[config.mk]
export PLATFORM = sky130hd
export DESIGN_NAME = pipe_hazard_ctrl
export DESIGN_NICKNAME = d
export VERILOG_FILES = /design/src/rtl/pipe_hazard_ctrl.sv
export SDC_FILE = /design/constraint.sdc
export NUM_CORES = 1
export LEC_CHECK = 0
export CORE_AREA = 5 5 91 93
export CTS_CLUSTER_SIZE = 20
export DETAILED_ROUTE_END_ITERATION = 7
export DIE_AREA = 0 0 96 98
export MAX_ROUTING_LAYER = met4
export PLACE_DENSITY = 0.64
export SYNTH_ARGS = -nofsm -noshare
export SYNTH_HDL_FRONTEND = slang
export SYNTH_SLANG_ARGS = --single-unit
[constraint.sdc]
create_clock -name clk -period 9 [get_ports clk]
set_input_delay 2.7 -clock clk [delete_from_list [all_inputs] [get_ports clk]]
set_output_delay 2.7 -clock clk [all_outputs]
set_load 0.005 [all_outputs]
[src/rtl/pipe_hazard_ctrl.sv]
// pipe_hazard_ctrl: stall/flush/bubble controller for an in-order pipeline of STAGES stages.
// Latency: stall_o/bubble_o/flush_o decode combinationally in the request cycle;
//   flush_pend_o/stall_cnt_o/timeout_o are registered.
// Backpressure: rdy=0 holds every stage and freezes all state; a flush that would hit a
//   stalled stage is deferred and issues in the first rdy cycle where nothing at or above
//   its stage stalls.
// Ports:
//   clk, rst (async, active-high), rdy (global ready)
//   stall_req_i[k] : stage k cannot advance
//   flush_req_i[k] : stage k redirects, flushing stages 0..k-1 (bit 0 has no effect)
//   stall_o        : per-stage hold
//   bubble_o       : one-hot NOP load into the stage just after the highest stall
//   flush_o        : per-stage clear
//   flush_pend_o   : a deferred flush is held
//   stall_cnt_o    : saturating count of cycles with any stall
//   timeout_o      : sticky flag, TIMEOUT consecutive stalled cycles seen
module pipe_hazard_ctrl #(
  parameter int STAGES  = 6,
  parameter int CNT_W   = 32,
  parameter int TIMEOUT = 1024
) (
  input  logic              clk,
  input  logic              rst,
  input  logic              rdy,
  input  logic [STAGES-1:0] stall_req_i,
  input  logic [STAGES-1:0] flush_req_i,
  output logic [STAGES-1:0] stall_o,
  output logic [STAGES-1:0] bubble_o,
  output logic [STAGES-1:0] flush_o,
  output logic              flush_pend_o,
  output logic [CNT_W-1:0]  stall_cnt_o,
  output logic              timeout_o
);

  localparam int IW = (STAGES > 1) ? $clog2(STAGES) : 1;
  localparam int RW = $clog2(TIMEOUT + 1);

  // Registered state
  logic          pend_vld_q, pend_vld_d;
  logic [IW-1:0] pend_idx_q, pend_idx_d;
  logic [CNT_W-1:0] stall_cnt_q, stall_cnt_d;
  logic [RW-1:0] run_cnt_q, run_cnt_d;
  logic          timeout_q, timeout_d;

  // Decode
  logic          s_vld, fl_vld, f_vld;
  logic [IW-1:0] s_idx, fl_idx, f_idx;
  logic [STAGES-1:0] stall_raw, bubble_raw, flush_raw;
  logic          issue, defer, stall_any;

  // Highest requesting stage for stall and flush.
  always_comb begin
    s_vld  = 1'b0;
    s_idx  = '0;
    fl_vld = 1'b0;
    fl_idx = '0;
    for (int k = 0; k < STAGES; k++) begin
      if (stall_req_i[k]) begin
        s_vld = 1'b1;
        s_idx = IW'(k);
      end
      // Stage 0 has nothing upstream to flush, so its request bit is ignored.
      if (flush_req_i[k] && (k != 0)) begin
        fl_vld = 1'b1;
        fl_idx = IW'(k);
      end
    end
  end

  // Effective flush target merges the new request with any deferred one.
  always_comb begin
    f_vld = fl_vld | pend_vld_q;
    f_idx = fl_idx;
    if (pend_vld_q && (!fl_vld || (pend_idx_q > fl_idx))) begin
      f_idx = pend_idx_q;
    end
  end

  always_comb begin
    stall_raw  = '0;
    bubble_raw = '0;
    flush_raw  = '0;
    issue      = 1'b0;
    defer      = 1'b0;
    if (!rdy) begin
      stall_raw = '1;
    end else if (f_vld && !(s_vld && (s_idx >= f_idx))) begin
      // Flush wins: nothing stalled at or above the redirecting stage.
      issue = 1'b1;
      for (int k = 0; k < STAGES; k++) begin
        flush_raw[k] = (k < int'(f_idx));
      end
    end else begin
      // A stall at or above the flush stage would lose the redirect; hold it instead.
      defer = f_vld;
      for (int k = 0; k < STAGES; k++) begin
        stall_raw[k] = s_vld && (k <= int'(s_idx));
      end
      for (int k = 1; k < STAGES; k++) begin
        bubble_raw[k] = s_vld && (k == int'(s_idx) + 1);
      end
    end
  end

  assign stall_any = rdy && (|stall_raw);

  always_comb begin
    pend_vld_d  = pend_vld_q;
    pend_idx_d  = pend_idx_q;
    stall_cnt_d = stall_cnt_q;
    run_cnt_d   = run_cnt_q;
    if (rdy) begin
      if (issue) begin
        pend_vld_d = 1'b0;
      end else if (defer) begin
        pend_vld_d = 1'b1;
        pend_idx_d = f_idx;
      end
      if (stall_any) begin
        if (stall_cnt_q != '1) stall_cnt_d = stall_cnt_q + CNT_W'(1);
        if (run_cnt_q != RW'(TIMEOUT)) run_cnt_d = run_cnt_q + RW'(1);
      end else begin
        run_cnt_d = '0;
      end
    end
    timeout_d = timeout_q | (run_cnt_d == RW'(TIMEOUT));
  end

  always_ff @(posedge clk or posedge rst) begin
    if (rst) begin
      pend_vld_q  <= 1'b0;
      pend_idx_q  <= '0;
      stall_cnt_q <= '0;
      run_cnt_q   <= '0;
      timeout_q   <= 1'b0;
    end else begin
      pend_vld_q  <= pend_vld_d;
      pend_idx_q  <= pend_idx_d;
      stall_cnt_q <= stall_cnt_d;
      run_cnt_q   <= run_cnt_d;
      timeout_q   <= timeout_d;
    end
  end

  // Combinational outputs are forced quiet while reset is asserted.
  assign stall_o      = rst ? '0 : stall_raw;
  assign bubble_o     = rst ? '0 : bubble_raw;
  assign flush_o      = rst ? '0 : flush_raw;
  assign flush_pend_o = pend_vld_q;
  assign stall_cnt_o  = stall_cnt_q;
  assign timeout_o    = timeout_q;

endmodule

Yosys cells after proc, flatten, opt, wreduce, memory -nomap -nowiden:

Cells that the tools add are included.

* output and inout port bits: 52
* bits of input ports: 15
* register bits after elaboration: 48
* word-level logic and storage cells: 94

* reductions and logical operators: 22
* $lt $le $gt $ge: 13
* equality and inequality tests: 8
* bitwise gates (word level): 3
* $add $sub $neg: 3
* muxes and demuxes: 40

Operators by type and width (count)
* == test 3 x 32 -> 1 bit, first input constant: 2
* two-way mux 6 bit: 7
* two-way mux 11 bit: 3
* adder 32 x 1 -> 32 bit, second input constant: 1
* == test 2 x 32 -> 1 bit, first input constant: 1
* == test 4 x 32 -> 1 bit, first input constant: 1
* != test 32 bit, second input constant: 1
* two-way mux 3 bit: 7
* two-way mux 1 bit: 19
* logical AND 1 bit: 14
* adder 11 x 1 -> 11 bit, second input constant: 1
* == test 11 bit, second input constant: 1
* != test 11 bit, second input constant: 1
* two-way mux 5 bit: 2
* <= comparator 2 x 3 -> 1 bit, first input constant: 2
* <= comparator 3 bit, first input constant: 2
* less-than comparator 1 x 3 -> 1 bit, first input constant: 2
* less-than comparator 2 x 3 -> 1 bit, first input constant: 2
* less-than comparator 3 bit, first input constant: 2
* AND reduction 3 bit: 2
* OR reduction 6 bit: 1
* adder 3 x 1 -> 4 bit, second input constant: 1
* == test 3 x 4 -> 1 bit, first input constant: 1
* two-way mux 2 bit: 2
* other kinds (9): 11

Depth between registers and ports, before layout:

Gate-level depths: netlist (run 1).

* depth after elaboration: 21
* mapped depth: 19

Worst setup path before layout (run 1):

No wires, ideal clock.

* path type: input port to output port
* start: input port flush_req_i[5]
* end: output port bubble_o[1]
* stages on the path: 17
* slack: 372 ps
* arrival time: 5928 ps
* path buffers: 0
* data required time: 6300 ps
* path through: nor2_1 o21ai_0 ha_1 and3b_1 o21ai_0 nand2_1 a21oi_1 a31oi_1 ha_1 nand2b_1 a21oi_1 or2_2 o21a_4 o21ai_1 nand3_1 or3b_2 nor2_1

* word-level cells in the longest chain between the ends: 12
* elaborated cells between the ends (all ways): 15

Ends and longest elaborated chain
* from (decl): RTL line 26 `input logic [STAGES-1:0] flush_req_i,`
* two-way mux 3 bit / two-way mux 1 bit (equally long branches): RTL line 63 `if (flush_req_i[k] && (k != 0)) begin`
* > comparator 3 bit / zero test 1 bit (equally long branches): RTL line 74 `if (pend_vld_q && (!fl_vld || (pend_idx_q > fl_idx))) begin`
* logical OR 1 bit: RTL line 74
* logical AND 1 bit: RTL line 74
* two-way mux 3 bit (*): RTL line 74
* named net f_idx[0]: RTL line 47 `logic [IW-1:0] s_idx, fl_idx, f_idx;`
* >= comparator 3 bit (*): RTL line 87 `end else if (f_vld && !(s_vld && (s_idx >= f_idx))) begin`
* logical AND 1 bit (*): RTL line 87
* zero test 1 bit (*): RTL line 87
* logical AND 1 bit (*): RTL line 87
* two-way mux 5 bit (*): RTL line 87
* two-way mux 5 bit (*): RTL line 85 `if (!rdy) begin`
* two-way mux 6 bit (*): RTL line 147 `assign bubble_o = rst ? '0 : bubble_raw;`
* to (decl): RTL line 28 `output logic [STAGES-1:0] bubble_o,`

The timed path passes the listed nets; every way through them passes the cells marked *.

Worst setup path in the final report (run 1):

* start: input port flush_req_i[1]
* end: output port stall_o[0]

* word-level cells in the longest chain between the ends: 16
* elaborated cells between the ends (all ways): 23

Ends and longest elaborated chain
* two-way mux 1 bit: RTL line 63
* two-way mux 2 bit / two-way mux 1 bit (equally long branches): RTL line 63
* two-way mux 3 bit / two-way mux 1 bit (equally long branches) (3 in series): RTL line 63
* > comparator 3 bit / zero test 1 bit (equally long branches): RTL line 74
* logical OR 1 bit: RTL line 74
* logical AND 1 bit: RTL line 74
* two-way mux 3 bit: RTL line 74
* >= comparator 3 bit: RTL line 87
* logical AND 1 bit: RTL line 87
* zero test 1 bit: RTL line 87
* logical AND 1 bit (*): RTL line 87
* two-way mux 6 bit (*): RTL line 87
* two-way mux 6 bit (*): RTL line 85
* two-way mux 6 bit (*): RTL line 146 `assign stall_o = rst ? '0 : stall_raw;`
* to (decl): RTL line 27 `output logic [STAGES-1:0] stall_o,`

Mark *: on every way between the ends. The rest lies on a longest branch, timed or not.

==> results of run 1 <==
-- layout by cell type, fill, tap and decap left out, drive strengths merged, types with 2 or more instances in the layout --
cell / count
inv: 17
and3: 7
xnor2: 20
or3: 3
nor2b: 3
dlymetal6s2s: 7
dlygate4sd2: 4
xor2: 12
o21ai: 11
clkinv: 4
clkdlybuf4s50: 46
nor2: 23
buf: 37
dfrtp: 48
a21o: 3
o2bb2ai: 3
o21a: 2
ha: 8
nand3: 24
o31ai: 6
nand2: 28
and2: 3
nand4: 13
a21oi: 18
nor3: 12
clkbuf: 9
clkdlybuf4s15: 2
a31oi: 7
nor4: 7
nand2b: 5
or2: 4
-- worst max-delay path, cell delays in order --
cell and delay (ps):
sky130_fd_sc_hd__clkdlybuf4s50_1 470, sky130_fd_sc_hd__a21oi_1 70, sky130_fd_sc_hd__o21bai_1 210, sky130_fd_sc_hd__ha_2 200
sky130_fd_sc_hd__and3b_1 190, sky130_fd_sc_hd__buf_4 130, sky130_fd_sc_hd__o21a_1 200, sky130_fd_sc_hd__a21oi_1 190
sky130_fd_sc_hd__a31oi_1 90, sky130_fd_sc_hd__ha_1 350, sky130_fd_sc_hd__a21oi_4 70, sky130_fd_sc_hd__or2_4 250
sky130_fd_sc_hd__o21a_4 130, sky130_fd_sc_hd__buf_4 180, sky130_fd_sc_hd__nor2_4 120, sky130_fd_sc_hd__o21ai_2 80
sky130_fd_sc_hd__inv_1 70, sky130_fd_sc_hd__clkdlybuf4s50_1 500
-- worst paths after layout --
check / startpoint / end / slack [ps] / depth (start not counted)
min in group asynchronous: rst / run_cnt_q[9] / 2760 / 2
max reg2reg: pend_idx_q[2] / timeout_o / 5290 / 14
min: timeout_o / timeout_o / 470 / 1
max: flush_req_i[1] / stall_o[0] / 100 / 18
max in group asynchronous: rst / pend_idx_q[2] / 5480 / 3
min reg2reg: timeout_o / timeout_o / 470 / 1
-- cells in the mapped netlist (2+ instances only) --
| cell type | n | area share, % |
|---|---|---|
| sky130_fd_sc_hd__o2bb2ai_1 | 3 | 0.92 |
| sky130_fd_sc_hd__dfrtp_1 | 48 | 42 |
| sky130_fd_sc_hd__nor3_1 | 11 | 1.9 |
| sky130_fd_sc_hd__o21ai_0 | 9 | 1.6 |
| sky130_fd_sc_hd__clkbuf_1 | 5 | 0.65 |
| sky130_fd_sc_hd__xor2_1 | 12 | 3.7 |
| sky130_fd_sc_hd__and3_1 | 7 | 1.5 |
| sky130_fd_sc_hd__o31ai_1 | 6 | 1.6 |
| sky130_fd_sc_hd__nor2_1 | 23 | 3.0 |
| sky130_fd_sc_hd__nor2b_1 | 3 | 0.65 |
| sky130_fd_sc_hd__nand2_1 | 28 | 3.7 |
| sky130_fd_sc_hd__nand2b_1 | 5 | 1.1 |
| sky130_fd_sc_hd__nand4_1 | 13 | 2.8 |
| sky130_fd_sc_hd__or3_1 | 3 | 0.65 |
| sky130_fd_sc_hd__ha_1 | 8 | 3.5 |
| sky130_fd_sc_hd__nand3_1 | 24 | 4.2 |
| sky130_fd_sc_hd__nor4_1 | 5 | 1.1 |
| sky130_fd_sc_hd__buf_2 | 2 | 0.35 |
| sky130_fd_sc_hd__xnor2_1 | 20 | 6.1 |
| sky130_fd_sc_hd__a31oi_1 | 7 | 1.5 |
| sky130_fd_sc_hd__a21o_1 | 3 | 0.78 |
| sky130_fd_sc_hd__and2_1 | 3 | 0.65 |
| sky130_fd_sc_hd__or2_2 | 4 | 0.87 |
| sky130_fd_sc_hd__inv_1 | 17 | 2.2 |
| sky130_fd_sc_hd__a21oi_1 | 18 | 3.1 |
-- power breakdown --
| part | total, W | internal [W] | switching [W] |
|---|---|---|---|
| registers | 0.000293 | 0.000248 | 0.0000445 |
| clock network | 0.000128 | 0.0000543 | 0.0000734 |
| logic | 0.000410 | 0.000216 | 0.000194 |
| total | 0.000830 | 0.000518 | 0.000312 |
-- timing repair --
item | CTS | global route
hold endpoints to repair | 0 | 0
buffers inserted | 7 | 4
gates resized for setup | 23 | 34
gates cloned | 0 | 0
endpoints found under the setup margin | 16 | 16
pin swaps | 4 | 13
-- sequential cells by signal, indices dropped and copies added (netlist names) --
signal / flops
flush_pend_o: 1
pend_idx_q: 3
run_cnt_q: 11
stall_cnt_o: 32
timeout_o: 1
-- cell families (layout without fill, tap and decap cells) --
kind of cell,after synthesis,after routing,synth area share [%]
AOI/OAI and AO/OA,61,61,14.4
adders and majority gates,9,9,3.83
other,1,1,0.131
DFF,48,48,41.8
buffers and inverters,26,126,3.62
and+or+nand+nor,139,139,25.7
xor gates and xnor gates,32,32,9.76
muxes,2,2,0.741
-- layer usage --
layer | vias up | wire length (microns) | part of all wire [%] | global-route usage (%)
met5 | - | 0 | 0 | -
met4 | 0 | 82 | 1.1 | 3.94
met3 | 8 | 211 | 2.9 | 2.62
met2 | 48 | 3620 | 49 | 25.6
met1 | 1316 | 3460 | 47 | 21.1
li1 | 1338 | - | - | -
-- per-stage QoR --
step	cells	utilization, %
global route	520	54.7
floorplan	318	-
detailed placement	501	50.9
finish	520	54.7
global placement	501	50.9
CTS	516	53.1
-- area by class of cell --
| class | instances | area (sq um) |
|---|---|---|
| Sequential cell | 48 | 1200 |
| Timing Repair Buffer | 100 | 901 |
| Tap cell | 102 | 128 |
| Fill cell | 686 | 3370 |
| Clock buffer | 5 | 68.8 |
| Clock inverter | 3 | 18.8 |
| Inverter | 18 | 67.6 |
| Multi-Input combinational cell | 244 | 1690 |
==> impl_metrics.toml, run 1 <==
[global_routing]
grt_first_pass_wirelength_mm = 11.9
initial_antenna_violation_count = 0
grt_max_degree = 38
grt_pass1_vias = 2536
track_usage_pct = 16.0
globalRoute.totalOverflow = 0

[finish]
final_design_area_no_fill_sq_um = 4080
antenna_cell_count = 0
layout-area-overhead-vs-synth_pct = 41.9
layout-drive-gt1-share_pct = 19.4
finish.net_count = 440

[power]
power_per_cell_area_nw_per_um2 = 204
worst_voltage_drop_across_the_vdd_grid_uv = 160
finalPower_w = 0.000830
power.static_leakage_nw = 1.89

[detailed_routing]
postRouteAntennaNets = 0
via_per_inst = 5.21
detail_route.wirelength_mm = 7.38
route.detailed.wl_per_inst_microns = 14.2
route.vias.total = 2710
first_pass_iters = 4
1st_iter_drt_viols = 124
post-route-drc-count = 0

[floorplanning]
placementRows = 32
floorplan.initialDensity_pct = 38.6
die_w_microns = 96
fp.coreArea_sq_um = 7450
i_o_pin_count = 67
die_y_microns = 98
design.die.area_sq_um = 9410

[job]
drv_cap = 0

[logic_synthesis]
mappedNetlistArea_sq_um = 2870
count_of_unique_library_cells_instantiated_by_yosys = 56
synth_edf_count = 0
nets_in_the_synthesized_netlist = 341
async_flop_share_pct = 100
yosysSeqAreaShare_pct = 41.8
ys.flop_type = "sky130_fd_sc_hd__dfrtp_1"
syn-instance-count = 318
postSynthAreaPerCell_sq_um = 9.03
yosysWarnings = 0
ys_seq_elements = 48

[sta]
timing.setup.tns_ps = 0
max_freq_mhz = 112
drv_slew = 0
timing.final.crit_period_ps = 8900
final.period_utilization_pct = 98.9
timing.clock.skew_ps = 6.51
relSlewSlack_pct = 57.8
timing_worst_slew_pin_value_ps = 625
finalHoldViolCount = 0
setup_slack_ps = 98.7
timing.final.setup_violations = 0
worst_hold_slack_ps = 474

[clock_network]
cts_num_sinks = 48
insertion_delay_ps = 300
cell_chosen_for_the_clock_root = "sky130_fd_sc_hd__clkbuf_8"
clk_transition_reported_paths_ps = 80
tritoncts_clock_tree = "yes"
cts-buffers-inserted = 5
cts.hold.buffers_added = 0
htreeDepth = 2
cts_max_path_buffers = 2

[worst_setup_path]
required_ps = 6300
path_max_fanout = 8
worst_setup_path_start_kind = "input port"
cp-end-kind = "primary output"
critPathArrivalTime_ps = 6200
worstSetupPathType = "in -> out"

[placed_design]
port-buffer-count = 64
post-dp-hpwl_mm = 5.51
placed_cell_area_sq_um = 3790
gp_congestion = 0.823
pre_cts_ws_ps = -553

[status]
status = "complete, no violations"

[worst_hold_path]
worstHoldPathType = "reg -> reg"
(Power assumes the default switching activity.)
==> run 2: changes to the inputs <==
--- a/config.mk
+++ b/config.mk
@@ -6,10 +6,11 @@
 export NUM_CORES = 1
 export LEC_CHECK = 0
-export CORE_AREA = 5 5 91 93
+export ABC_AREA = 1
+export CORE_AREA = 5 5 97 99
 export CTS_CLUSTER_SIZE = 20
 export DETAILED_ROUTE_END_ITERATION = 7
-export DIE_AREA = 0 0 96 98
+export DIE_AREA = 0 0 102 104
 export MAX_ROUTING_LAYER = met4
-export PLACE_DENSITY = 0.64
+export PLACE_DENSITY = 0.63
 export SYNTH_ARGS = -nofsm -noshare
 export SYNTH_HDL_FRONTEND = slang
==> constraint.sdc (replaced) <==
create_clock -name clk -period 9 [get_ports clk]
set_input_delay 1.8 -clock clk [delete_from_list [all_inputs] [get_ports clk]]
set_output_delay 1.8 -clock clk [all_outputs]
set_load 0.005 [all_outputs]
==> run 2 against run 1 <==
Net effect: worst setup slack better by 1300 ps; synthesized cell count rose by 45%; design area increased by 1.1%; clock-buffer cell count grew 1; synthesized area grew 14%; utilization shrank 6.0 points; largest cell class unchanged.
==> impl_metrics.toml, run 2 <==
[placed_design]
pre_cts_ws_ps = 1410
post-dp-hpwl_mm = 6.42
gp_congestion = 0.890
port-buffer-count = 64
dpl.cell_count = 627

[global_routing]
globalRoute.busiestLayer = "met2"
gr-usage-met3_pct = 2.82
grt_first_pass_wirelength_mm = 14.3
grt.met2_usage_pct = 28.1
initial_antenna_violation_count = 0
grt_pass1_vias = 3117
grt_max_degree = 52
globalRoute.totalOverflow = 0
track_usage_pct = 16.8
grt_util_met1_pct = 20.8

[sta]
timing.final.crit_period_ps = 7600
timing_worst_slew_pin_value_ps = 1060
setup_slack_ps = 1400
timing.clock.skew_ps = 14.6
timing.setup.tns_ps = 0
timing.final.setup_violations = 0
finalHoldViolCount = 0
drv_slew = 0
relSlewSlack_pct = 29.4
rsz0062_at_grt = "false"
max_freq_mhz = 132
final.period_utilization_pct = 84.4

[clock_network]
cts.hold.buffers_added = 0
cts_max_path_buffers = 2
number_of_gates_given_a_new_drive_strength_after_cts = 0
cts-buffers-inserted = 5
insertion_delay_ps = 310
htreeDepth = 2
tritoncts_clock_tree = "yes"
cts_num_sinks = 48
cts_setup_buffers = 0
cell_chosen_for_the_clock_root = "sky130_fd_sc_hd__clkbuf_8"
clk_transition_reported_paths_ps = 100

[logic_synthesis]
mappedNetlistArea_sq_um = 3280
nets_in_the_synthesized_netlist = 484
syn-instance-count = 461
postSynthAreaPerCell_sq_um = 7.12
main_area_contributors_after_synthesis = "sky130_fd_sc_hd__dfrtp_1 (37%), sky130_fd_sc_hd__nand2_1 (13%), sky130_fd_sc_hd__nor2_1 (7.9%)"
async_flop_share_pct = 100
synth_edf_count = 0
yosysMostFrequentCell = "sky130_fd_sc_hd__nand2_1"
ys_seq_elements = 48
count_of_unique_library_cells_instantiated_by_yosys = 33
ys.flop_type = "sky130_fd_sc_hd__dfrtp_1"
synth_top_cell_area_share_pct = 36.6
post-synth-top-area-cell = "sky130_fd_sc_hd__dfrtp_1"
yosysSeqAreaShare_pct = 36.6
synthTopCellsByCount = "sky130_fd_sc_hd__nand2_1 (118), sky130_fd_sc_hd__nor2_1 (69), sky130_fd_sc_hd__inv_1 (55)"
yosysWarnings = 0

[floorplanning]
die_y_microns = 104
i_o_pin_count = 67
design.die.area_sq_um = 10600
fp.coreArea_sq_um = 8470
floorplan.initialDensity_pct = 38.8
die_w_microns = 102
placementRows = 34

[worst_setup_path]
path_buf_inv = 2
cp-end-kind = "primary output"
slowest_stage = "sky130_fd_sc_hd__o21ai_0"
cpLargestDelayFamily = "simple AND/OR/NAND/NOR gates"
required_ps = 7200
top_cell_by_count_worst_path = "sky130_fd_sc_hd__nand2_1"
crit_chain = "clkdlybuf4s50_1 > nor2_2 > o21ai_0 > ha_1 > nand3_1 > nand2_1 > nand2_1 > nand2_1 > nand2_1 > o21ai_0 > ha_1 > o21ai_0 > nand2_1 > nand2_1 > nand3_1 > nand2_2 > nand2_4 > nand2_2 > nand2_1 > nand2_1 > a31oi_1 > clkdlybuf4s50_1"
path_max_fanout = 10
critPathArrivalTime_ps = 5800
worstSetupPathType = "in -> out"
worst_setup_path_start_kind = "input port"
critical_path_s_largest_stage_delay_ps = 560

[detailed_routing]
route.vias.total = 3169
route.detailed.wl_per_inst_microns = 13.4
post-route-drc-count = 0
postRouteAntennaNets = 0
1st_iter_drt_viols = 130
detail_route.wirelength_mm = 8.50
via_per_inst = 4.99
first_pass_iters = 4

[finish]
layout.cells.most_common = "sky130_fd_sc_hd__nand2_1"
number_of_non_filler_instances_in_the_completed_layout = 635
layout-drive-gt1-share_pct = 4.55
antenna_cell_count = 0
finish.net_count = 549
commonest_non_fill_non_tap_cells_in_the_layout = "sky130_fd_sc_hd__nand2_1 (118), sky130_fd_sc_hd__nor2_1 (69), sky130_fd_sc_hd__clkdlybuf4s50_1 (64)"
layout-area-overhead-vs-synth_pct = 25.5
max_ffs_per_register = 32
finish.utilization_pct = 48.7

[power]
power_per_cell_area_nw_per_um2 = 168
worst_voltage_drop_across_the_vdd_grid_uv = 120
power.static_leakage_nw = 1.85
finalPower_w = 0.000691

[status]
status = "complete, no violations"

[job]
drv_cap = 0

[worst_hold_path]
worstHoldPathType = "reg -> reg"
[run 2: cell types whose count changed after synthesis, sizes merged, moves of 5 or more]
cell / delta
inv: +39
xnor2: -10
o31ai: -6
nand2: +95
and3: -7
nor3: +9
nand3: +7
a21oi: -8
xor2: +15
nor2: +52
nand2b: -5
[run 2: power by group]
part	switching, W	total (W)	leakage (nW)	internal, W
Sequential	0.0000328	0.000278	0.644	0.000245
Combinational	0.000160	0.000274	1.16	0.000114
Clock	0.0000765	0.000139	0.0434	0.0000623
[run 2: cell families (layout without fill, tap and decap cells)]
family | Yosys count | count (layout) | synth area share (%)
AND/OR/NAND/NOR | 274 | 274 | 37.6
adder cells (fa/ha/maj) | 8 | 8 | 3.05
other | 1 | 1 | 0.114
buffers and inverters | 63 | 129 | 7.62
AO/OA/AOI/OAI | 30 | 30 | 4.91
XOR/XNOR | 37 | 37 | 10.1
flip-flops | 48 | 48 | 36.6
[run 2: area by class of cell]
cell class | count | area [sq um]
inverter | 57 | 214
fill | 882 | 4340
clock inverter | 2 | 15.0
multi-input combinational | 350 | 1830
clock buffer | 6 | 82.6
timing repair buffer | 64 | 641
tap | 108 | 135
sequential | 48 | 1200
[run 2: metal layers]
metal	wire (microns)	vias up
met2	4180	79
met4	157	0
met5	0	-
li1	-	1602
met3	456	13
met1	3700	1475
[run 2: worst reg2reg max path, cell delays in order, from the launching register on]
cell	delay, ps
sky130_fd_sc_hd__dfrtp_1	420
sky130_fd_sc_hd__ha_1	330
sky130_fd_sc_hd__nand3_1	90
sky130_fd_sc_hd__nand2_1	70
sky130_fd_sc_hd__nand2_1	50
sky130_fd_sc_hd__nand2_1	70
sky130_fd_sc_hd__nand2_1	110
sky130_fd_sc_hd__o21ai_0	560
sky130_fd_sc_hd__ha_1	240
sky130_fd_sc_hd__o21ai_0	70
sky130_fd_sc_hd__nand2_1	80
sky130_fd_sc_hd__nand2_1	50
sky130_fd_sc_hd__nand3_1	110
sky130_fd_sc_hd__nand2_2	70
sky130_fd_sc_hd__nand2_4	120
sky130_fd_sc_hd__nand2_2	110
sky130_fd_sc_hd__nor2_8	260
sky130_fd_sc_hd__nand2_4	280
sky130_fd_sc_hd__nor2_1	210
sky130_fd_sc_hd__xor2_1	180
[run 2: stage by stage]
stage | hold WS [ps] | area [sq um]
2_1_floorplan | 457 | 3280
3_3_place_gp | 448 | 4020
3_5_place_dp | 490 | 4020
4_1_cts | 513 | 4120
5_1_grt | 533 | 4120
6_report | 499 | 4120
[run 2: worst paths after layout]
path,from,to,slack [ps],cells past startpoint
min reg2reg,timeout_o,timeout_o,500,2
max,flush_req_i[5],stall_o[1],1400,22
min,timeout_o,timeout_o,500,2
max reg2reg,pend_idx_q[2],stall_cnt_o[3],5460,19
min in group asynchronous,rst,stall_cnt_o[24],2110,2
max in group asynchronous,rst,stall_cnt_o[20],6250,2
